--- config.mk ---
export PLATFORM = sky130hd
export DESIGN_NAME = noc_vc_input_port_flat
export DESIGN_NICKNAME = d
export VERILOG_FILES = /design/src/rtl/noc_vc_input_port_if.sv /design/src/rtl/noc_vc_input_port.sv /design/src/flat_wrapper.sv
export SDC_FILE = /design/constraint.sdc
export NUM_CORES = 1
export LEC_CHECK = 0
export CORE_MARGIN = 1.5
export CORE_UTILIZATION = 44
export CTS_BUF_LIST = sky130_fd_sc_hd__clkbuf_8
export DETAILED_ROUTE_END_ITERATION = 16
export GPL_TIMING_DRIVEN = 0
export RECOVER_POWER = 25
export SLEW_MARGIN = 10
export SYNTH_ARGS = -nofsm -noshare
export SYNTH_HDL_FRONTEND = slang
export SYNTH_SLANG_ARGS = --single-unit
--- constraint.sdc ---
create_clock -name clk -period 20 [get_ports clk]
set_clock_uncertainty 0.05 [all_clocks]
set_input_delay 4 -clock clk [delete_from_list [all_inputs] [get_ports clk]]
set_output_delay 4 -clock clk [all_outputs]
set_load 0.005 [all_outputs]
--- src/rtl/noc_vc_input_port_if.sv ---
// Link bundle for one router input port: upstream flit/VC in, switch-allocator
// handshake, crossbar flit out, credit return and sticky error flags.
interface noc_vc_input_port_if #(
  parameter int DATA_WIDTH = 64,
  parameter int NUM_VC     = 5,
  parameter int VCW        = $clog2(NUM_VC)
);
  logic                  flit_valid_in;
  logic [DATA_WIDTH-1:0] flit_in;
  logic [VCW-1:0]        vc_id_in;
  logic                  sw_req;
  logic [VCW-1:0]        sw_vc;
  logic [2:0]            sw_port;
  logic                  sw_grant;
  logic                  flit_out_valid;
  logic [DATA_WIDTH-1:0] flit_out;
  logic                  credit_valid;
  logic [VCW-1:0]        credit_vc;
  logic                  err_overflow;
  logic                  err_proto;

  modport master (
    output flit_valid_in, flit_in, vc_id_in, sw_grant,
    input  sw_req, sw_vc, sw_port, flit_out_valid, flit_out,
           credit_valid, credit_vc, err_overflow, err_proto
  );

  modport slave (
    input  flit_valid_in, flit_in, vc_id_in, sw_grant,
    output sw_req, sw_vc, sw_port, flit_out_valid, flit_out,
           credit_valid, credit_vc, err_overflow, err_proto
  );
endinterface

--- src/rtl/noc_vc_input_port.sv ---
// NoC router input port: per-VC FIFOs, per-VC XY route FSM, round-robin switch
// request, registered crossbar output and one credit per popped flit.
module noc_vc_input_port #(
  parameter int DATA_WIDTH = 64,
  parameter int NUM_VC     = 5,
  parameter int VC_DEPTH   = 4,
  parameter int COORD_W    = 3,
  parameter int MY_X       = 0,
  parameter int MY_Y       = 0
) (
  input logic                clk,
  input logic                reset,
  noc_vc_input_port_if.slave bus
);
  localparam int VCW = $clog2(NUM_VC);
  localparam int PW  = $clog2(VC_DEPTH);
  localparam int CW  = $clog2(VC_DEPTH + 1);

  localparam logic [2:0] PORT_L = 3'd0;
  localparam logic [2:0] PORT_E = 3'd1;
  localparam logic [2:0] PORT_W = 3'd2;
  localparam logic [2:0] PORT_N = 3'd3;
  localparam logic [2:0] PORT_S = 3'd4;

  typedef enum logic [1:0] {IDLE, ROUTE, ACTIVE} vc_state_e;

  function automatic logic [2:0] xy_route(input logic [DATA_WIDTH-1:0] f);
    logic [COORD_W-1:0] dx;
    logic [COORD_W-1:0] dy;
    dx = f[2 +: COORD_W];
    dy = f[2+COORD_W +: COORD_W];
    if (dx > COORD_W'(MY_X)) return PORT_E;
    if (dx < COORD_W'(MY_X)) return PORT_W;
    if (dy > COORD_W'(MY_Y)) return PORT_N;
    if (dy < COORD_W'(MY_Y)) return PORT_S;
    return PORT_L;
  endfunction

  function automatic logic [PW-1:0] ptr_inc(input logic [PW-1:0] p);
    return (p == PW'(VC_DEPTH - 1)) ? '0 : p + PW'(1);
  endfunction

  logic [DATA_WIDTH-1:0] mem    [NUM_VC][VC_DEPTH];
  logic [PW-1:0]         rd_ptr [NUM_VC];
  logic [PW-1:0]         wr_ptr [NUM_VC];
  logic [CW-1:0]         count  [NUM_VC];
  vc_state_e             state  [NUM_VC];
  logic [2:0]            route  [NUM_VC];
  logic [DATA_WIDTH-1:0] head   [NUM_VC];
  logic [VCW-1:0]        rr_ptr;

  logic                  req, grant_pop, disc_hit, disc_pop, pop_any, wr_ok;
  logic [VCW-1:0]        arb_vc, disc_vc, pop_vc;
  logic [NUM_VC-1:0]     wr_hit, pop_hit;

  logic                  vld_p1, credit_vld_p1, err_ovf_q, err_proto_q;
  logic [DATA_WIDTH-1:0] flit_p1;
  logic [VCW-1:0]        credit_vc_p1;

  always_comb begin
    for (int v = 0; v < NUM_VC; v++) head[v] = mem[v][rd_ptr[v]];
  end

  // Round-robin search starting at rr_ptr over ACTIVE, non-empty VCs
  always_comb begin
    req    = 1'b0;
    arb_vc = '0;
    for (int i = 0; i < NUM_VC; i++) begin
      int idx;
      idx = int'(rr_ptr) + i;
      if (idx >= NUM_VC) idx = idx - NUM_VC;
      if (!req && state[idx] == ACTIVE && count[idx] != '0) begin
        req    = 1'b1;
        arb_vc = VCW'(idx);
      end
    end
  end

  // A switch pop owns the single pop slot; stray-flit discards wait for a free cycle
  always_comb begin
    grant_pop = req && bus.sw_grant;
    disc_hit  = 1'b0;
    disc_vc   = '0;
    for (int v = 0; v < NUM_VC; v++) begin
      if (!disc_hit && state[v] == IDLE && count[v] != '0 && !head[v][0]) begin
        disc_hit = 1'b1;
        disc_vc  = VCW'(v);
      end
    end
    disc_pop = disc_hit && !grant_pop;
    pop_any  = grant_pop || disc_pop;
    pop_vc   = grant_pop ? arb_vc : disc_vc;
    wr_ok    = 1'b0;
    if (bus.flit_valid_in && int'(bus.vc_id_in) < NUM_VC)
      wr_ok = (count[bus.vc_id_in] != CW'(VC_DEPTH)) || (pop_any && pop_vc == bus.vc_id_in);
    wr_hit  = '0;
    pop_hit = '0;
    for (int v = 0; v < NUM_VC; v++) begin
      wr_hit[v]  = wr_ok && (bus.vc_id_in == VCW'(v));
      pop_hit[v] = pop_any && (pop_vc == VCW'(v));
    end
  end

  always_ff @(posedge clk) begin
    if (wr_ok) mem[bus.vc_id_in][wr_ptr[bus.vc_id_in]] <= bus.flit_in;
  end

  always_ff @(posedge clk) begin
    if (!reset) begin
      for (int v = 0; v < NUM_VC; v++) begin
        rd_ptr[v] <= '0;
        wr_ptr[v] <= '0;
        count[v]  <= '0;
        state[v]  <= IDLE;
        route[v]  <= PORT_L;
      end
      rr_ptr        <= '0;
      vld_p1        <= 1'b0;
      flit_p1       <= '0;
      credit_vld_p1 <= 1'b0;
      credit_vc_p1  <= '0;
      err_ovf_q     <= 1'b0;
      err_proto_q   <= 1'b0;
    end else begin
      for (int v = 0; v < NUM_VC; v++) begin
        if (wr_hit[v])  wr_ptr[v] <= ptr_inc(wr_ptr[v]);
        if (pop_hit[v]) rd_ptr[v] <= ptr_inc(rd_ptr[v]);
        if (wr_hit[v] && !pop_hit[v])      count[v] <= count[v] + CW'(1);
        else if (!wr_hit[v] && pop_hit[v]) count[v] <= count[v] - CW'(1);
        case (state[v])
          IDLE:    if (count[v] != '0 && head[v][0]) state[v] <= ROUTE;
          ROUTE: begin
            route[v] <= xy_route(head[v]);
            state[v] <= ACTIVE;
          end
          ACTIVE:  if (pop_hit[v] && head[v][1]) state[v] <= IDLE;
          default: state[v] <= IDLE;
        endcase
      end
      if (grant_pop) rr_ptr <= (arb_vc == VCW'(NUM_VC - 1)) ? '0 : arb_vc + VCW'(1);
      // p1: popped flit and its credit leave one cycle after the pop
      vld_p1        <= grant_pop;
      if (grant_pop) flit_p1 <= head[arb_vc];
      credit_vld_p1 <= pop_any;
      if (pop_any) credit_vc_p1 <= pop_vc;
      if (bus.flit_valid_in && !wr_ok) err_ovf_q <= 1'b1;
      if (disc_pop) err_proto_q <= 1'b1;
    end
  end

  assign bus.sw_req         = req;
  assign bus.sw_vc          = arb_vc;
  assign bus.sw_port        = route[arb_vc];
  assign bus.flit_out_valid = vld_p1;
  assign bus.flit_out       = flit_p1;
  assign bus.credit_valid   = credit_vld_p1;
  assign bus.credit_vc      = credit_vc_p1;
  assign bus.err_overflow   = err_ovf_q;
  assign bus.err_proto      = err_proto_q;
endmodule

--- src/flat_wrapper.sv ---
// flat-port wrapper written by rule: the top's interface ports become plain ports
module noc_vc_input_port_flat 
#(
  parameter int DATA_WIDTH = 64,
  parameter int NUM_VC     = 5,
  parameter int VC_DEPTH   = 4,
  parameter int COORD_W    = 3,
  parameter int MY_X       = 0,
  parameter int MY_Y       = 0
)
  (clk, reset, bus_flit_valid_in, bus_flit_in, bus_vc_id_in, bus_sw_grant, bus_sw_req, bus_sw_vc, bus_sw_port, bus_flit_out_valid, bus_flit_out, bus_credit_valid, bus_credit_vc, bus_err_overflow, bus_err_proto);
  noc_vc_input_port_if #(.DATA_WIDTH(DATA_WIDTH), .NUM_VC(NUM_VC)) bus_i ();
  input logic clk;
  input logic reset;
  input wire logic [$bits(bus_i.flit_valid_in)-1:0] bus_flit_valid_in;
  input wire logic [$bits(bus_i.flit_in)-1:0] bus_flit_in;
  input wire logic [$bits(bus_i.vc_id_in)-1:0] bus_vc_id_in;
  input wire logic [$bits(bus_i.sw_grant)-1:0] bus_sw_grant;
  output wire logic [$bits(bus_i.sw_req)-1:0] bus_sw_req;
  output wire logic [$bits(bus_i.sw_vc)-1:0] bus_sw_vc;
  output wire logic [$bits(bus_i.sw_port)-1:0] bus_sw_port;
  output wire logic [$bits(bus_i.flit_out_valid)-1:0] bus_flit_out_valid;
  output wire logic [$bits(bus_i.flit_out)-1:0] bus_flit_out;
  output wire logic [$bits(bus_i.credit_valid)-1:0] bus_credit_valid;
  output wire logic [$bits(bus_i.credit_vc)-1:0] bus_credit_vc;
  output wire logic [$bits(bus_i.err_overflow)-1:0] bus_err_overflow;
  output wire logic [$bits(bus_i.err_proto)-1:0] bus_err_proto;
  assign bus_i.flit_valid_in = bus_flit_valid_in;
  assign bus_i.flit_in = bus_flit_in;
  assign bus_i.vc_id_in = bus_vc_id_in;
  assign bus_i.sw_grant = bus_sw_grant;
  assign bus_sw_req = bus_i.sw_req;
  assign bus_sw_vc = bus_i.sw_vc;
  assign bus_sw_port = bus_i.sw_port;
  assign bus_flit_out_valid = bus_i.flit_out_valid;
  assign bus_flit_out = bus_i.flit_out;
  assign bus_credit_valid = bus_i.credit_valid;
  assign bus_credit_vc = bus_i.credit_vc;
  assign bus_err_overflow = bus_i.err_overflow;
  assign bus_err_proto = bus_i.err_proto;
  noc_vc_input_port #(.DATA_WIDTH(DATA_WIDTH), .NUM_VC(NUM_VC), .VC_DEPTH(VC_DEPTH), .COORD_W(COORD_W), .MY_X(MY_X), .MY_Y(MY_Y)) u_core (.clk(clk), .reset(reset), .bus(bus_i));
endmodule
==> out/metrics.yaml, run 1 <==
layout_common_cells: "edfxtp_1, mux4_2, clkbuf_8, nand2_1, inv_1"
nFillCells: 10000
ys_seq_area_share_pct: 74.70
multi_input_area_um2: 13480
path_clk_slew_ns: 0.06
place_area_um2: 60740
cts_tree: "yes"
synth_ff_type: "edfxtp_1"
synthArstFlopShare_pct: 0
drv_cap: 0
htreeDepth: 4
initial_core_util_pct: 44.31
synth.avg_cell_area_um2: 19.61
syn_nets: 2936
routedWlPerCell_um: 28.43
worstMarginPinSlew_ns: 1.331
critPathArrivalTime_ns: 7.27
cts.sinks: 1409
critPathKind: "flip-flop to output port"
die_w_um: 358.6
synth_top_area_cell: "edfxtp_1"
drt-initial-drc-count: 2894
ctsHoldBuffers: 0
grt_pass1_wl_um: 209700
period_needed_ns: 11.32
final_common_cell: "edfxtp_1"
dr_total_vias: 29560
postRouteAntennaNets: 0
drt-total-wl_um: 145100
finalMaxSlewViolations: 0
synth_area_leaders: "edfxtp_1, mux4_2, dfxtp_1, mux2_2, mux2i_1"
layoutNonFillerInstCount: 5104
clockRootBuffer: "clkbuf_8"
worstHoldPathType: "flip-flop to flip-flop"
dieArea_um2: 128600
grt_pass1_vias: 30590
grt_max_degree: 23
grtUsageTotal_pct: 22.89
fin_area_um2: 64670
p_per_area_nw_per_um2: 143.8
place_hpwl_um: 98040
cp-start-kind: "flip-flop"
first_pass_iters: 7
hold_violations: 0
synth_cell_types: 84
ios: 149
post-cts-setup-buffer-count: 0
rsz0062_at_grt: "no"
setup_tns_ns: 0
max-clock-path-buffers: 3
drive_gt1_share_pct: 22.98
p_total_mw: 9.299
slew_headroom_pct: 11.24
p_leak_nw: 20.89
fp-row-count: 130
max_freq_ghz: 0.08833
yosys_warnings: 0
cts_resized: 0
ff_latch_area_um2: 41560
fin_crit_sh_pct: 56.61
synth.cell_area_um2: 55640
netlist_instances: 2837
antenna_found_initial: 15
core_region_area_um2: 125600
nets: 3366
dp_cells: 4698
synth_edf_count: 1334
worst_ep_required_time_ns: 15.95
yosysTopAreaCellShare_pct: 72.00
drc_errors: 0
place.gp.congestion: 0.8678
worst_setup_path_end_kind: "output port"
setup_violations: 0
viasPerCell: 5.791
max-vdd-ir-drop_mv: 0.09899
overflow: 0
die_y_um: 358.6
status: "finished, final reports clean"
clkLatencyLatePin_ns: 0.92
area_growth_pct: 16.24
ys_seq_elements: 1409
io_buffers: 146
worstPathMaxFanout: 10
cts_made_buffers: 217
-- registers in the layout (all words and copies together), names as in the netlist, 10 cells and up --
register / cells
u_core.wr_ptr: 10
u_core.route: 10
u_core.count: 15
u_core.mem: 1280
u_core.state: 10
u_core.bus.flit_out: 64
u_core.rd_ptr: 10
-- synthesized netlist by cell type, types with 4 or more instances --
cell,number
a211oi_1,10
or2_2,4
a31oi_1,52
nor3b_1,18
o21a_1,4
mux2_2,65
and2_1,7
nand3_1,55
inv_1,32
o211ai_1,46
edfxtp_1,1334
a221oi_1,24
fa_1,5
buf_1,27
mux4_2,322
ha_1,23
buf_2,12
dfxtp_1,75
nor2_1,103
o22ai_1,5
or3_1,4
nor2b_1,6
a21o_1,7
nand2b_1,12
nor3_1,61
nand2_1,163
mux2i_1,71
o21ai_0,45
a21oi_1,30
clkbuf_1,111
xnor2_1,15
-- metrics by stage --
stage | hold WS (ns) | utilization [%] | setup WS, ns
2_1_floorplan | 0.4104 | - | 11.17
3_3_place_gp | 0.4210 | 47.12 | 6.437
3_5_place_dp | 0.4245 | 48.37 | 9.674
4_1_cts | 0.4365 | 51.50 | 8.606
5_1_grt | 0.4520 | 51.50 | 8.231
6_report | 0.4354 | 51.50 | 8.679
-- metal layers --
layer	track usage [%]	share of wire, %
met1	31.68	41
met2	36.94	48
met3	4.259	7.4
met4	7.294	2.6
met5	0	0.043
-- worst max-delay path, stage by stage (launching register included) --
cell	delay [ns]
dfxtp_1	0.40
buf_2	0.26
inv_1	0.16
ha_1	0.17
inv_1	0.05
fa_1	0.44
a21oi_4	0.21
mux2i_1	0.56
mux2i_1	0.38
o221a_2	0.29
o211ai_1	0.20
o32a_1	0.38
buf_2	0.21
inv_2	0.24
clkbuf_1	0.62
clkbuf_1	0.68
o21ai_0	0.20
o21ai_0	0.21
clkdlybuf4s50_1	0.70
-- worst paths after layout --
check,slack [ns],cells after the start,to,start
worst min register to register,0.44,2,u_core.bus.flit_out[26],u_core.bus.flit_out[26]
worst min-delay path,0.44,2,u_core.bus.flit_out[26],u_core.bus.flit_out[26]
worst max register to register,12.57,23,u_core.mem[3][49],u_core.rr_ptr[0]
worst max-delay path,8.68,18,bus_sw_port[1],u_core.rr_ptr[0]
-- power by group --
part	switching (mW)	leakage, nW	total [mW]	internal, mW
Combinational	2.24	5.79	3.66	1.42
Clock	1.09	2.40	2.17	1.08
Sequential	0.0824	12.7	3.47	3.38
Total	3.41	20.9	9.30	5.89
-- cells by family (layout without fill, tap and decap cells) --
family / after synthesis / in the layout / synth area share [%]
compound gates: 269 / 269 / 3.402
xor+xnor: 19 / 19 / 0.3126
fa+ha+maj: 28 / 28 / 0.6971
buf+inv: 189 / 803 / 1.349
flops: 1409 / 1409 / 74.70
mux: 459 / 459 / 15.65
other cells: 1 / 4 / 0.006740
simple gates: 463 / 463 / 3.884
-- layout make-up --
type                            instances  share of cell area [%]
Sequential cell                      1409                   64.26
Inverter                               34                  0.1973
Multi-Input combinational cell       1239                   20.85
Timing Repair Buffer                  211                   4.432
Antenna cell                            3                 0.01161
Clock buffer                          229                   4.873
Clock inverter                        174                   1.201
Buffer                                155                  0.9828
Tap cell                             1650                   3.192
Note: power is estimated with default switching activity, not from simulation.
==> run 2: changes to the inputs <==
Clock period 20 ns to 10 ns, I/O delays scaled along.
==> results of run 2 <==
Same layout as run 1 (identical final DEF). Status: finished, final reports clean.
Among the figures that moved: setup slack after placement 9.674 ns -> 1.674 ns; setup slack after layout 8.679 ns -> 0.6788 ns; register-to-register setup slack 12.57 ns -> 2.57 ns; total power 9.299 mW -> 18.60 mW; worst IR drop on VDD 0.09899 mV -> 0.1980 mV
